**src/rtl/pwm_seq_pkg.sv**
```systemverilog
// ============================================================================
// Module  : pwm_seq_pkg
// Purpose : Shared grid tables, state encoding and widths for the PWM sweep
// Revision: 1.0 - initial release
// ============================================================================
`default_nettype none

package pwm_seq_pkg;

    localparam int N_FREQ = 9;
    localparam int N_DUTY = 10;
    localparam int IDX_W  = 4;
    localparam int FREQ_W = 14;
    localparam int DUTY_W = 8;

    localparam logic [FREQ_W-1:0] FREQ_TAB [N_FREQ] = '{
        14'd100, 14'd200, 14'd500, 14'd700, 14'd1000,
        14'd2000, 14'd5000, 14'd7000, 14'd10000
    };

    localparam logic [DUTY_W-1:0] DUTY_TAB [N_DUTY] = '{
        8'd10, 8'd20, 8'd30, 8'd40, 8'd50,
        8'd60, 8'd70, 8'd80, 8'd90, 8'd100
    };

    typedef enum logic [1:0] {
        IDLE = 2'd0,
        RUN  = 2'd1,
        PEND = 2'd2
    } seq_state_t;

    function automatic logic is_last(input logic [IDX_W-1:0] idx, input int n);
        return idx == IDX_W'(n - 1);
    endfunction

endpackage

`default_nettype wire

```
**src/rtl/pwm_seq_tick.sv**
```systemverilog
// ============================================================================
// Module  : pwm_seq_tick
// Purpose : 1 ms prescaler with enable and synchronous clear; one-cycle tick
// Revision: 1.0 - initial release
// ============================================================================
`default_nettype none

module pwm_seq_tick #(
    parameter int DIV = 50_000
) (
    input  logic clk,
    input  logic rst,
    input  logic i_en,
    input  logic i_clr,
    output logic o_tick
);

    localparam int              c_W    = (DIV > 1) ? $clog2(DIV) : 1;
    localparam logic [c_W-1:0]  c_LAST = c_W'(DIV - 1);

    logic [c_W-1:0] r_cnt;

    // Count is held at zero whenever disabled so every RUN entry starts a full ms.
    always_ff @(posedge clk) begin
        if (rst || i_clr || !i_en) begin
            r_cnt <= '0;
        end else if (r_cnt == c_LAST) begin
            r_cnt <= '0;
        end else begin
            r_cnt <= r_cnt + c_W'(1);
        end
    end

    assign o_tick = i_en && !i_clr && (r_cnt == c_LAST);

endmodule

`default_nettype wire

```
**src/rtl/pwm_sweep_seq.sv**
```systemverilog
// ============================================================================
// Module  : pwm_sweep_seq
// Purpose : Steps freq/duty through the 9x10 grid; updates land on PWM period
//           boundaries (or a timeout) so the generator never glitches.
// Revision: 1.0 - initial release
// ============================================================================
`default_nettype none

module pwm_sweep_seq
    import pwm_seq_pkg::*;
#(
    parameter int CLK_HZ      = 50_000_000,
    parameter int DWELL_MS    = 500,
    parameter int PEND_TO_CYC = CLK_HZ / 50
) (
    input  logic              clk,
    input  logic              rst,
    input  logic              start,
    input  logic              stop,
    input  logic              step,
    input  logic              loop_en,
    input  logic              period_end,
    output logic [FREQ_W-1:0] freq,
    output logic [DUTY_W-1:0] duty,
    output logic [IDX_W-1:0]  freq_idx,
    output logic [IDX_W-1:0]  duty_idx,
    output logic              cfg_upd,
    output logic              wrap,
    output logic              busy
);

    localparam int                 c_MS_DIV     = CLK_HZ / 1000;
    localparam int                 c_DW_W       = $clog2(DWELL_MS + 1);
    localparam logic [c_DW_W-1:0]  c_DWELL_LAST = c_DW_W'(DWELL_MS - 1);
    localparam int                 c_PT_W       = $clog2(PEND_TO_CYC + 1);
    localparam logic [c_PT_W-1:0]  c_PEND_LIM   = c_PT_W'(PEND_TO_CYC);

    seq_state_t        r_state, w_state_nxt;
    logic              r_run, w_run_nxt;
    logic              w_load_next, w_apply;
    logic              w_tick, w_dwell_done, w_pend_trig;
    logic [IDX_W-1:0]  r_nf, r_nd, w_nf, w_nd;
    logic              r_nwrap, w_nwrap;
    logic [c_DW_W-1:0] r_dwell;
    logic [c_PT_W-1:0] r_pend_cnt;

    pwm_seq_tick #(
        .DIV (c_MS_DIV)
    ) u_tick (
        .clk    (clk),
        .rst    (rst),
        .i_en   (r_state == RUN),
        .i_clr  (w_apply),
        .o_tick (w_tick)
    );

    assign w_dwell_done = w_tick && (r_dwell == c_DWELL_LAST);
    // Timeout fires one cycle after the counter has reached PEND_TO_CYC-1.
    assign w_pend_trig  = period_end || (r_pend_cnt == c_PEND_LIM);

    always_comb begin
        w_nf    = freq_idx;
        w_nd    = duty_idx + IDX_W'(1);
        w_nwrap = 1'b0;
        if (is_last(duty_idx, N_DUTY)) begin
            w_nd = '0;
            if (is_last(freq_idx, N_FREQ)) begin
                w_nf    = '0;
                w_nwrap = 1'b1;
            end else begin
                w_nf = freq_idx + IDX_W'(1);
            end
        end
    end

    always_comb begin
        w_state_nxt = r_state;
        w_run_nxt   = r_run;
        w_load_next = 1'b0;
        w_apply     = 1'b0;
        case (r_state)
            IDLE: begin
                if (stop) begin
                    w_run_nxt = 1'b0;
                end else if (start) begin
                    w_state_nxt = RUN;
                    w_run_nxt   = 1'b1;
                end else if (step) begin
                    w_state_nxt = PEND;
                    w_load_next = 1'b1;
                end
            end
            RUN: begin
                if (stop) begin
                    w_state_nxt = IDLE;
                    w_run_nxt   = 1'b0;
                end else if (start) begin
                    w_state_nxt = RUN;
                end else if (step || w_dwell_done) begin
                    w_state_nxt = PEND;
                    w_load_next = 1'b1;
                end
            end
            PEND: begin
                if (stop) begin
                    w_state_nxt = IDLE;
                    w_run_nxt   = 1'b0;
                end else begin
                    if (start) begin
                        w_run_nxt = 1'b1;
                    end
                    if (w_pend_trig) begin
                        w_apply = 1'b1;
                        if (r_nwrap && !loop_en) begin
                            w_run_nxt = 1'b0;
                        end
                        w_state_nxt = w_run_nxt ? RUN : IDLE;
                    end
                end
            end
            default: begin
                w_state_nxt = IDLE;
                w_run_nxt   = 1'b0;
            end
        endcase
    end

    always_ff @(posedge clk) begin
        if (rst) begin
            r_state <= IDLE;
            r_run   <= 1'b0;
            busy    <= 1'b0;
            cfg_upd <= 1'b0;
            wrap    <= 1'b0;
        end else begin
            r_state <= w_state_nxt;
            r_run   <= w_run_nxt;
            busy    <= (w_state_nxt != IDLE) && w_run_nxt;
            cfg_upd <= w_apply;
            wrap    <= w_apply && r_nwrap;
        end
    end

    always_ff @(posedge clk) begin
        if (rst || r_state != RUN || w_apply) begin
            r_dwell <= '0;
        end else if (w_dwell_done) begin
            r_dwell <= '0;
        end else if (w_tick) begin
            r_dwell <= r_dwell + c_DW_W'(1);
        end
    end

    always_ff @(posedge clk) begin
        if (rst || r_state != PEND) begin
            r_pend_cnt <= '0;
        end else if (r_pend_cnt != c_PEND_LIM) begin
            r_pend_cnt <= r_pend_cnt + c_PT_W'(1);
        end
    end

    // Next point is latched on PEND entry and only copied out on apply.
    always_ff @(posedge clk) begin
        if (rst) begin
            r_nf     <= '0;
            r_nd     <= '0;
            r_nwrap  <= 1'b0;
            freq_idx <= '0;
            duty_idx <= '0;
            freq     <= FREQ_TAB[0];
            duty     <= DUTY_TAB[0];
        end else begin
            if (w_load_next) begin
                r_nf    <= w_nf;
                r_nd    <= w_nd;
                r_nwrap <= w_nwrap;
            end
            if (w_apply) begin
                freq_idx <= r_nf;
                duty_idx <= r_nd;
                freq     <= FREQ_TAB[r_nf];
                duty     <= DUTY_TAB[r_nd];
            end
        end
    end

endmodule

`default_nettype wire

```
**config.mk**
```make
export PLATFORM = sky130hd
export DESIGN_NAME = pwm_sweep_seq
export DESIGN_NICKNAME = d
export VERILOG_FILES = /design/src/rtl/pwm_seq_pkg.sv /design/src/rtl/pwm_seq_tick.sv /design/src/rtl/pwm_sweep_seq.sv
export SDC_FILE = /design/constraint.sdc
export NUM_CORES = 1
export LEC_CHECK = 0
export ABC_AREA = 1
export BUFFER_PORTS_ARGS = -buffer_cell sky130_fd_sc_hd__buf_2
export CORE_UTILIZATION = 55
export CTS_CLUSTER_DIAMETER = 40
export DETAILED_ROUTE_END_ITERATION = 7
export GPL_TIMING_DRIVEN = 1
export PLACE_DENSITY = 0.84
export SETUP_SLACK_MARGIN = 0.02
export SYNTH_ARGS = -nofsm -noshare
export SYNTH_HDL_FRONTEND = slang
export SYNTH_SLANG_ARGS = --single-unit
export TNS_END_PERCENT = 30
```
**constraint.sdc**
```tcl
create_clock -name clk -period 2.3 [get_ports clk]
set_clock_uncertainty 0.05 [all_clocks]
set_input_delay 0.46 -clock clk [delete_from_list [all_inputs] [get_ports clk]]
set_output_delay 0.46 -clock clk [all_outputs]
set_load 0.005 [all_outputs]
```
==> impl_metrics.tcl, run 1 <==
set metrics [dict create \
    status "finished clean" \
    most-common-layout-cells "sky130_fd_sc_hd__nand2_1, sky130_fd_sc_hd__dfxtp_1, sky130_fd_sc_hd__a21oi_1, sky130_fd_sc_hd__inv_1, sky130_fd_sc_hd__nor2_1" \
    dp_worst_setup_slack_ns 0.485 \
    synth-xor-area-share 0.0145 \
    filler_cell_count 638 \
    grt_pass1_wl_um 15200 \
    crit_required_ns 2.50 \
    drc_errors 0 \
    layout.area.seq_um2 1700 \
    final_core_util 0.632 \
    critical_path_class "reg2reg" \
    crit_buf_inv 2 \
    synth.area.mux_share 0.00265 \
    seqPwrFrac 0.563 \
    hold_depth 1 \
    placed_cell_area_um2 4450 \
    clock_sinks 85 \
    total_power_mw 2.66 \
    global_route.overflow_total 0 \
    total_die_area_um2 8070 \
    critical_path.top_delay_family "simple AND/OR/NAND/NOR gates" \
    post_synth_and_or_nand_nor_area_fraction 0.291 \
    synth-seq-cells 85 \
    wl_per_cell_um 11.9 \
    cts-buffers-inserted 9 \
    clkPwrFrac 0.398 \
    p_leak_nw 1.81 \
    postCtsSetupBuffers 0 \
    synth_cell_type_count 47 \
    die_y_um 89.8 \
    multi_input_area_um2 2150 \
    slew_violations 0 \
    clock-root-buffer "sky130_fd_sc_hd__clkbuf_8" \
    synth_top_family_by_area "simple AND/OR/NAND/NOR gates" \
    fin_crit_ns 1.85 \
    finalWorstSetupSlack_ns 0.448 \
    report.final.setup_viol 0 \
    io_pins 40 \
    cts_resized 0 \
    cts_tree "done" \
    worst_path_arrival_ns 2.05 \
    chipWidth_um 89.8 \
    synthAdderAreaFrac 0.0295 \
    power.combinational.fraction 0.039 \
    power_report.internal_total_mw 1.95 \
    final_antenna_net_count 0 \
    synthCells 574 \
    yosysWarningCount 0 \
    period_share 0.805 \
    critical_path.slowest_cell "sky130_fd_sc_hd__dfxtp_1" \
    rrSetupSlack_ns 0.45 \
    vdd.ir_drop.worst_v 0.000419 \
    synth_compound_gate_area_share 0.165 \
    final_design_area_no_fill_um2 4650 \
    placementRows 31 \
    swShare 0.266 \
    design.final.nets 624 \
    mostFrequentLayoutCell "sky130_fd_sc_hd__nand2_1" \
    flow.area_growth_from_synthesis_pct 9.73 \
    cts-root-to-sink-buffers 2 \
    reg2reg_depth 10 \
    drtIter0Drc 205 \
    route.final.wire_length_um 8490 \
    timing.hold.worst.start "u_tick.r_cnt[0]$_SDFF_PP0_" \
    fmax_ghz 0.540 \
    synth_area_um2 4240 \
    power_density_nw_per_um2 571 \
    num_antenna_cells 0 \
    numPortBuffers 35 \
    timing.critical_path.cells "inv_1 -> ha_1 -> nand3_1 -> nor2_2 -> nand3_4 -> nand2_4 -> nand2_4 -> inv_2 -> o21ai_0 -> a21oi_1" \
    via_count 3811 \
    clk-insertion-delay-late_ns 0.37 \
    post_route_cells_drive_above_1_share 0.178 \
    regToRegStartpoint "r_pend_cnt[0]$_SDFFE_PP0N_" \
    synth_sequential_area_ratio 0.401 \
    r2r_end "duty[5]$_SDFFE_PP0P_" \
    first_global_vias 3543 \
    routabilityCongestion 0.825 \
    total_switching_power_mw 0.707 \
    initial_core_util 0.576 \
    crit_fanout 33 \
    final.setup.tns_ns 0 \
    grt_max_degree 34 \
    critical_path.endpoint_type "flop" \
    grt_setup_unrepaired "no" \
    detailedPlacementHpwl_um 6260 \
    worst_case_hold_path_end_point "u_tick.r_cnt[0]$_SDFF_PP0_" \
    drv_cap 0 \
    ctsHtreeMaxLevel 3 \
    grt_use_total 0.226 \
    post_cts_hold_buffer_count 0 \
    holdCritPathClass "reg2reg" \
    number_of_antenna_violations_at_the_first_check_in_global_routing 0 \
    timing.critical_path.slowest_cell_delay_ns 0.37 \
    drtPass1Iterations 5 \
    via_per_inst 5.36 \
    clk_pin_slew_ns 0.11 \
    cpMostUsedCell "sky130_fd_sc_hd__nand2_4" \
    worst_setup_path_start_kind "flop" \
    core_um2 7370 \
    final_hold_viol_count 0 \
    avgSynthCellArea_um2 7.39 \
]
[worst max-delay path by stage]
stage               slack [ns]                    to                       start  cells past startpoint
finish                    0.45  duty[5]$_SDFFE_PP0P_  r_pend_cnt[0]$_SDFFE_PP0N_                     10
global route              0.23  duty[6]$_SDFFE_PP0P_  r_pend_cnt[0]$_SDFFE_PP0N_                     10
CTS                       0.45  duty[5]$_SDFFE_PP0P_  r_pend_cnt[0]$_SDFFE_PP0N_                     10
detailed placement        0.49  freq[8]$_SDFFE_PP0P_  r_pend_cnt[0]$_SDFFE_PP0N_                     10
global placement          0.56  duty[5]$_SDFFE_PP0P_  r_pend_cnt[0]$_SDFFE_PP0N_                     10
floorplan                 0.69  r_nf[1]$_SDFFE_PP0P_  u_tick.r_cnt[0]$_SDFF_PP0_                     11
[per-stage QoR]
stage,hold WS [ns],instances
floorplan,0.368,577
global placement,0.380,695
detailed placement,0.396,695
CTS,0.417,711
global route,0.442,711
finish,0.412,711
[layer usage]
metal | up-vias | GRT usage | wire length, um
li1 | 1938 | - | -
met1 | 1760 | 0.283 | 3970
met2 | 98 | 0.380 | 4010
met3 | 15 | 0.0347 | 335
met4 | 0 | 0.112 | 172
met5 | - | 0 | 0
[power groups by stage]
stage	clock [mW]	combinational (mW)	sequential, mW
2_1_floorplan	0	0.0821	1.53
3_3_place_gp	0	0.0997	1.53
3_5_place_dp	0	0.102	1.53
4_1_cts	1.08	0.103	1.50
5_1_grt	1.14	0.117	1.50
6_report	1.06	0.103	1.50
[final cells by class]
cell class,count,area share
multi-input cells,396,0.461
flip-flops and latches,85,0.366
inverters,78,0.0629
repair buffers,37,0.0409
clock buffers,9,0.0266
well taps,99,0.0266
clock inverters,7,0.0164
[kinds of logic (layout without fill, tap and decap cells)]
kind of cell | Yosys count | after routing
other | 1 | 4
flip-flops | 85 | 85
multiplexers | 1 | 1
adder cells (fa/ha/maj) | 10 | 10
XOR/XNOR | 7 | 7
AO/OA/AOI/OAI | 127 | 127
AND/OR/NAND/NOR | 247 | 247
buffers and inverters | 96 | 131
[sequential cells by signal, indices dropped and copies added, names as in the netlist, 4 cells and up]
register,count
duty_idx,4
u_tick.r_cnt,16
r_nd,4
r_dwell,9
freq,12
duty,6
r_pend_cnt,20
r_nf,4
[synthesized netlist by cell type (all sizes together)]
master | count | share of area
a31oi | 4 | 0.0059
nand3 | 34 | 0.047
or2 | 4 | 0.0059
nand3b | 1 | 0.0018
conb | 1 | 0.00088
ha | 10 | 0.029
nor3 | 16 | 0.021
nor3b | 6 | 0.011
o21a | 3 | 0.0053
clkinv | 1 | 0.00088
o211ai | 2 | 0.0035
xor2 | 6 | 0.012
a21o | 1 | 0.0018
nand4 | 10 | 0.015
o22ai | 1 | 0.0015
xnor2 | 1 | 0.0021
o21ai | 45 | 0.055
a211oi | 2 | 0.0047
inv | 77 | 0.068
nor2 | 60 | 0.068
clkbuf | 7 | 0.0062
a21oi | 67 | 0.083
nor4 | 3 | 0.0094
nand2 | 113 | 0.11
buf | 11 | 0.020
mux2 | 1 | 0.0027
o21bai | 1 | 0.0018
dfxtp | 85 | 0.40
o311a | 1 | 0.0024
Note: power is estimated with default switching activity, not from simulation.
==> inputs of run 2 (changes only) <==
Settings changed: ABC_AREA 1 to 0.
Clock period 2.3 ns to 1.91 ns, I/O delays scaled along.
==> impl_metrics.tcl, run 2 <==
set metrics [dict create \
    synth_flop_cell "sky130_fd_sc_hd__dfxtp_1" \
    num_antenna_cells 0 \
    count_of_flip_flops_with_a_built_in_enable_after_synthesis 0 \
    power_report.internal_total_mw 2.44 \
    power.combinational.fraction 0.050 \
    yosysWarningCount 0 \
    synth_async_sr_flop_share 0 \
    failed_checks "negative setup slack" \
    filler_cell_count 485 \
    synth_top_cells_by_count "sky130_fd_sc_hd__dfxtp_1, sky130_fd_sc_hd__nor2_1, sky130_fd_sc_hd__nand2_1" \
    clock_sinks 85 \
    total_switching_power_mw 0.751 \
    routabilityCongestion 0.880 \
    holdCritPathClass "in2reg" \
    numPortBuffers 35 \
    slew_violations 0 \
    synth_top_area_frac 0.428 \
    crit_fanout 10 \
    initial_core_util 0.576 \
    hold_depth 3 \
    p_leak_nw 1.88 \
    flow.area_growth_from_synthesis_pct 28.8 \
    most_common_cell_in_the_synthesized_netlist "sky130_fd_sc_hd__dfxtp_1" \
    timing_worst_slew_pin_value_ns 0.630 \
    rrSetupSlack_ns -0.45 \
    timing.hold.worst.start "step" \
    detailedPlacementHpwl_um 6280 \
    design.final.nets 592 \
    mostFrequentLayoutCell "sky130_fd_sc_hd__dfxtp_1" \
    avgSynthCellArea_um2 8.27 \
    chipWidth_um 87.0 \
    via_per_inst 5.61 \
    fin_crit_ns 2.36 \
    first_global_vias 3452 \
    top_regs "r_pend_cnt: 20 flops, u_tick.r_cnt: 16 flops, freq: 12 flops" \
    netlist.top_cell.by_area "sky130_fd_sc_hd__dfxtp_1" \
    post_cts_hold_buffer_count 0 \
    core_um2 6910 \
    grt_max_degree 36 \
    total_power_mw 3.19 \
    final_design_area_no_fill_um2 5120 \
    drtPass1Iterations 6 \
    status "finished, violations left" \
    critical_path_class "reg2reg" \
    register_bank_with_the_most_flops "r_pend_cnt" \
    clock-root-buffer "sky130_fd_sc_hd__clkbuf_8" \
    swShare 0.235 \
    power_density_nw_per_um2 623 \
    number_of_antenna_violations_at_the_first_check_in_global_routing 0 \
    grt_setup_unrepaired "yes" \
    report.final.setup_viol 64 \
    synth_cell_type_count 49 \
    worst_setup_path_startpoint "r_pend_cnt[13]$_SDFFE_PP0N_" \
    clkPwrFrac 0.379 \
    seqPwrFrac 0.571 \
    grt_use_total 0.266 \
    placementRows 30 \
    period_share 1.23 \
    io_pins 40 \
    synth_sequential_area_ratio 0.428 \
    largest_reg_flops 20 \
    clk-insertion-delay-late_ns 0.35 \
    regToRegStartpoint "r_pend_cnt[13]$_SDFFE_PP0N_" \
    cts_tree "done" \
    placed_cell_area_um2 4700 \
    reg2reg_depth 6 \
    ctsHtreeMaxLevel 3 \
    synth-seq-cells 85 \
    grt_pass1_wl_um 15600 \
    max_slew_margin 0.579 \
    netlist_top_cells_area "sky130_fd_sc_hd__dfxtp_1, sky130_fd_sc_hd__nor2_1, sky130_fd_sc_hd__nand2_1" \
    synth_area_um2 3980 \
    drtIter0Drc 296 \
    die_y_um 87.0 \
    cts-buffers-inserted 9 \
    synthCells 481 \
    worst_setup_path_start_kind "flop" \
    r2r_end "freq[2]$_SDFFE_PP1P_" \
    most-common-layout-cells "sky130_fd_sc_hd__dfxtp_1, sky130_fd_sc_hd__nor2_1, sky130_fd_sc_hd__buf_4, sky130_fd_sc_hd__nand2_1, sky130_fd_sc_hd__buf_2" \
    drv_cap 0 \
    drc_errors 0 \
    vdd.ir_drop.worst_v 0.000399 \
    clk_pin_slew_ns 0.09 \
    wl_per_cell_um 14.8 \
    fmax_ghz 0.424 \
    worst_path_arrival_ns 2.56 \
    post_route_cells_drive_above_1_share 0.286 \
    cts-root-to-sink-buffers 2 \
    final_antenna_net_count 0 \
    route.final.wire_length_um 9990 \
    via_count 3777 \
    global_route.overflow_total 0 \
    crit_required_ns 2.11 \
    finalWorstSetupSlack_ns -0.449 \
    worst_case_hold_path_end_point "r_state[0]$_SDFF_PP0_" \
    final_hold_viol_count 0 \
    total_die_area_um2 7570 \
    critical_path.endpoint_type "flop" \
]
==> run 2: final cells by class <==
| class | count | area [um2] | area share |
|---|---|---|---|
| multi-input cells | 356 | 2270 | 0.443 |
| flip-flops and latches | 85 | 1710 | 0.334 |
| repair buffers | 109 | 796 | 0.155 |
| clock buffers | 9 | 124 | 0.0242 |
| well taps | 96 | 120 | 0.0234 |
| inverters | 14 | 52.6 | 0.0103 |
| clock inverters | 4 | 51.3 | 0.0100 |
==> run 2: per-stage QoR <==
| step | instances | hold WS (ns) | TNS [ns] | worst slack (ns) | utilization |
|---|---|---|---|---|---|
| after floorplan | 484 | 0.380 | -15.15 | -0.334 | - |
| after global placement | 652 | 0.388 | -13.58 | -0.383 | 0.681 |
| after detailed placement | 652 | 0.392 | -16.66 | -0.419 | 0.681 |
| after CTS | 671 | 0.276 | -13.00 | -0.409 | 0.726 |
| after global routing | 673 | 0.324 | -20.53 | -0.500 | 0.742 |
| final | 673 | 0.297 | -17.20 | -0.449 | 0.742 |
==> run 2: cells by family after synthesis <==
family                     share of synthesized area
buffers and inverters                         0.0469
DFF                                            0.428
other                                       0.000943
AOI/OAI and AO/OA                              0.118
adders and majority gates                     0.0315
muxes                                        0.00755
xor gates and xnor gates                      0.0771
and+or+nand+nor                                0.290
==> run 2: power groups by stage <==
stage	Sequential, mW	Clock (mW)	Combinational, mW
2_1_floorplan	1.84	0	0.109
3_3_place_gp	1.86	0	0.136
3_5_place_dp	1.86	0	0.142
4_1_cts	1.82	1.22	0.148
5_1_grt	1.82	1.29	0.173
6_report	1.82	1.21	0.159
==> run 2: how the worst max path moves through the flow <==
stage                                    to  slack, ns
finish                 freq[2]$_SDFFE_PP1P_      -0.45
CTS                 r_dwell[0]$_SDFFE_PP0P_      -0.41
global placement    r_dwell[0]$_SDFFE_PP0P_      -0.38
floorplan              freq[7]$_SDFFE_PP0P_      -0.33
detailed placement  r_dwell[0]$_SDFFE_PP0P_      -0.42
global route           r_nf[3]$_SDFFE_PP0P_      -0.50
==> run 2: what timing repair did <==
action | CTS | global route
cloned | 3 | 0
buffers inserted | 3 | 4
resized for setup | 21 | 24
endpoints found under the setup margin | 67 | 67
pin swaps | 21 | 10
==> run 2: layer usage <==
metal | wire length [um] | global-route usage | vias to the layer above
met3 | 680 | 0.0635 | 25
met4 | 258 | 0.106 | 0
met2 | 4930 | 0.455 | 148
met1 | 4130 | 0.320 | 1770
met5 | 0 | 0 | -
li1 | - | - | 1834
==> run 2: critical path: stages (launching register included) <==
cell	delay, ns
sky130_fd_sc_hd__dfxtp_2	0.33
sky130_fd_sc_hd__or4_1	0.52
sky130_fd_sc_hd__or3_4	0.35
sky130_fd_sc_hd__o31a_1	0.39
sky130_fd_sc_hd__buf_4	0.18
sky130_fd_sc_hd__buf_8	0.14
sky130_fd_sc_hd__a211o_1	0.30
==> inputs of run 3 (changes only) <==
Settings changed: CORE_UTILIZATION 55 to 35, PLACE_DENSITY 0.84 to 0.61.
==> impl_metrics.tcl, run 3 (synthesis results as in run 2) <==
set metrics [dict create \
    top_regs "r_pend_cnt: 20 flops, u_tick.r_cnt: 16 flops, freq: 12 flops" \
    drc_errors 0 \
    register_bank_with_the_most_flops "r_pend_cnt" \
    die_y_um 109 \
    post-place-cells 700 \
    numPortBuffers 35 \
    holdCritPathClass "in2reg" \
    p_leak_nw 2.04 \
    reg2reg_depth 5 \
    hold_depth 3 \
    global_route.overflow_total 0 \
    max_slew_margin 0.568 \
    detailedPlacementHpwl_um 6490 \
    critical_path.endpoint_type "flop" \
    finalWorstSetupSlack_ns -0.402 \
    grt_pass1_wl_um 15300 \
    report.final.setup_viol 67 \
    critical_path_class "reg2reg" \
    final_antenna_net_count 0 \
    fmax_ghz 0.433 \
    cts-root-to-sink-buffers 2 \
    core_um2 10900 \
    worst_case_hold_path_end_point "r_state[0]$_SDFF_PP0_" \
    drtIter0Drc 174 \
    clock_sinks 85 \
    chipWidth_um 109 \
    via_count 3666 \
    clk_pin_slew_ns 0.06 \
    post_route_cells_drive_above_1_share 0.300 \
    crit_required_ns 2.14 \
    final_hold_viol_count 0 \
    r2r_end "freq[7]$_SDFFE_PP0P_" \
    design.final.nets 595 \
    drv_cap 0 \
    power_density_nw_per_um2 708 \
    number_of_antenna_violations_at_the_first_check_in_global_routing 0 \
    timing_worst_slew_pin_value_ns 0.647 \
    failed_checks "negative setup slack" \
    worst_path_arrival_ns 2.54 \
    worst_setup_path_start_kind "flop" \
    num_antenna_cells 0 \
    grt_max_degree 37 \
    slew_violations 0 \
    drtPass1Iterations 4 \
    clk-insertion-delay-late_ns 0.34 \
    total_die_area_um2 11800 \
    rrSetupSlack_ns -0.40 \
    first_global_vias 3431 \
    ctsHtreeMaxLevel 3 \
    placed_cell_area_um2 4800 \
    initial_core_util 0.364 \
    regToRegStartpoint "r_pend_cnt[13]$_SDFFE_PP0N_" \
    timing.hold.worst.start "step" \
    mostFrequentLayoutCell "sky130_fd_sc_hd__dfxtp_1" \
    largest_reg_flops 20 \
    grt_setup_unrepaired "yes" \
    placementRows 38 \
    io_pins 40 \
    crit_fanout 4 \
    period_share 1.21 \
    grt_use_total 0.165 \
    post_cts_hold_buffer_count 0 \
    routabilityCongestion 0.771 \
    via_per_inst 5.07 \
    status "finished, violations left" \
    cts-buffers-inserted 9 \
    layout.cells.non_filler 723 \
    clock-root-buffer "sky130_fd_sc_hd__clkbuf_16" \
    most-common-layout-cells "sky130_fd_sc_hd__dfxtp_1, sky130_fd_sc_hd__nor2_1, sky130_fd_sc_hd__buf_4, sky130_fd_sc_hd__nand2_1, sky130_fd_sc_hd__buf_2" \
    flow.area_growth_from_synthesis_pct 37.2 \
    cts_tree "done" \
    wl_per_cell_um 13.4 \
    vdd.ir_drop.worst_v 0.000435 \
    fin_crit_ns 2.31 \
    final_design_area_no_fill_um2 5460 \
    route.final.wire_length_um 9680 \
]
[run 3: how the worst max path moves through the flow]
| stage | startpoint | to | slack, ns | cells past startpoint |
|---|---|---|---|---|
| floorplan | r_pend_cnt[11]$_SDFFE_PP0N_ | freq[7]$_SDFFE_PP0P_ | -0.33 | 5 |
| global placement | u_tick.r_cnt[7]$_SDFF_PP0_ | r_dwell[0]$_SDFFE_PP0P_ | -0.38 | 5 |
| detailed placement | u_tick.r_cnt[7]$_SDFF_PP0_ | r_dwell[6]$_SDFFE_PP0P_ | -0.41 | 5 |
| CTS | u_tick.r_cnt[12]$_SDFF_PP0_ | r_state[0]$_SDFF_PP0_ | -0.36 | 5 |
| global route | r_pend_cnt[13]$_SDFFE_PP0N_ | freq[7]$_SDFFE_PP0P_ | -0.47 | 5 |
| finish | r_pend_cnt[13]$_SDFFE_PP0N_ | freq[7]$_SDFFE_PP0P_ | -0.40 | 5 |
[run 3: metal layers]
layer,share of wire,track usage,up-vias
met1,0.49,0.208,1744
met4,0.017,0.0714,0
li1,-,-,1847
met5,0,0,-
met2,0.46,0.270,64
met3,0.039,0.0356,11
[run 3: cell type report]
| class | instances | area [um2] |
|---|---|---|
| Inverter | 14 | 52.6 |
| Clock buffer | 14 | 284 |
| Multi-Input combinational cell | 357 | 2330 |
| Clock inverter | 2 | 38.8 |
| Timing Repair Buffer | 111 | 862 |
| Fill cell | 1024 | 5480 |
| Sequential cell | 85 | 1710 |
| Tap cell | 140 | 175 |
[run 3: repair_timing]
action | in CTS | in global routing
buffers inserted | 1 | 2
resized for setup | 26 | 23
pin swaps | 13 | 13
endpoints found under the setup margin | 70 | 70
cloned | 0 | 4
[run 3: stage by stage]
| stage | utilization | TNS (ns) | worst slack, ns | hold slack [ns] | total power, mW |
|---|---|---|---|---|---|
| 3_3_place_gp | 0.439 | -16.00 | -0.377 | 0.390 | 2.00 |
| 5_1_grt | 0.499 | -20.52 | -0.472 | 0.323 | 3.99 |
| 6_report | 0.499 | -16.43 | -0.402 | 0.315 | 3.86 |
| 3_5_place_dp | 0.439 | -18.54 | -0.413 | 0.395 | 2.00 |
| 2_1_floorplan | - | -15.15 | -0.334 | 0.380 | 1.95 |
| 4_1_cts | 0.481 | -15.10 | -0.359 | 0.302 | 3.88 |
[run 3: critical path, cell delays in order (launching register included)]
cell and delay, ns:
sky130_fd_sc_hd__dfxtp_2 0.32, sky130_fd_sc_hd__or4_4 0.52, sky130_fd_sc_hd__or3_4 0.35, sky130_fd_sc_hd__o31a_1 0.38
sky130_fd_sc_hd__or4_4 0.51, sky130_fd_sc_hd__a21oi_2 0.14
[run 3: where the power goes]
| group | leakage (nW) | total (mW) | switching, mW | internal (mW) |
|---|---|---|---|---|
| combinational | 1.19 | 0.170 | 0.0940 | 0.0759 |
| clock | 0.159 | 1.87 | 0.713 | 1.16 |
| sequential | 0.689 | 1.82 | 0.0323 | 1.79 |
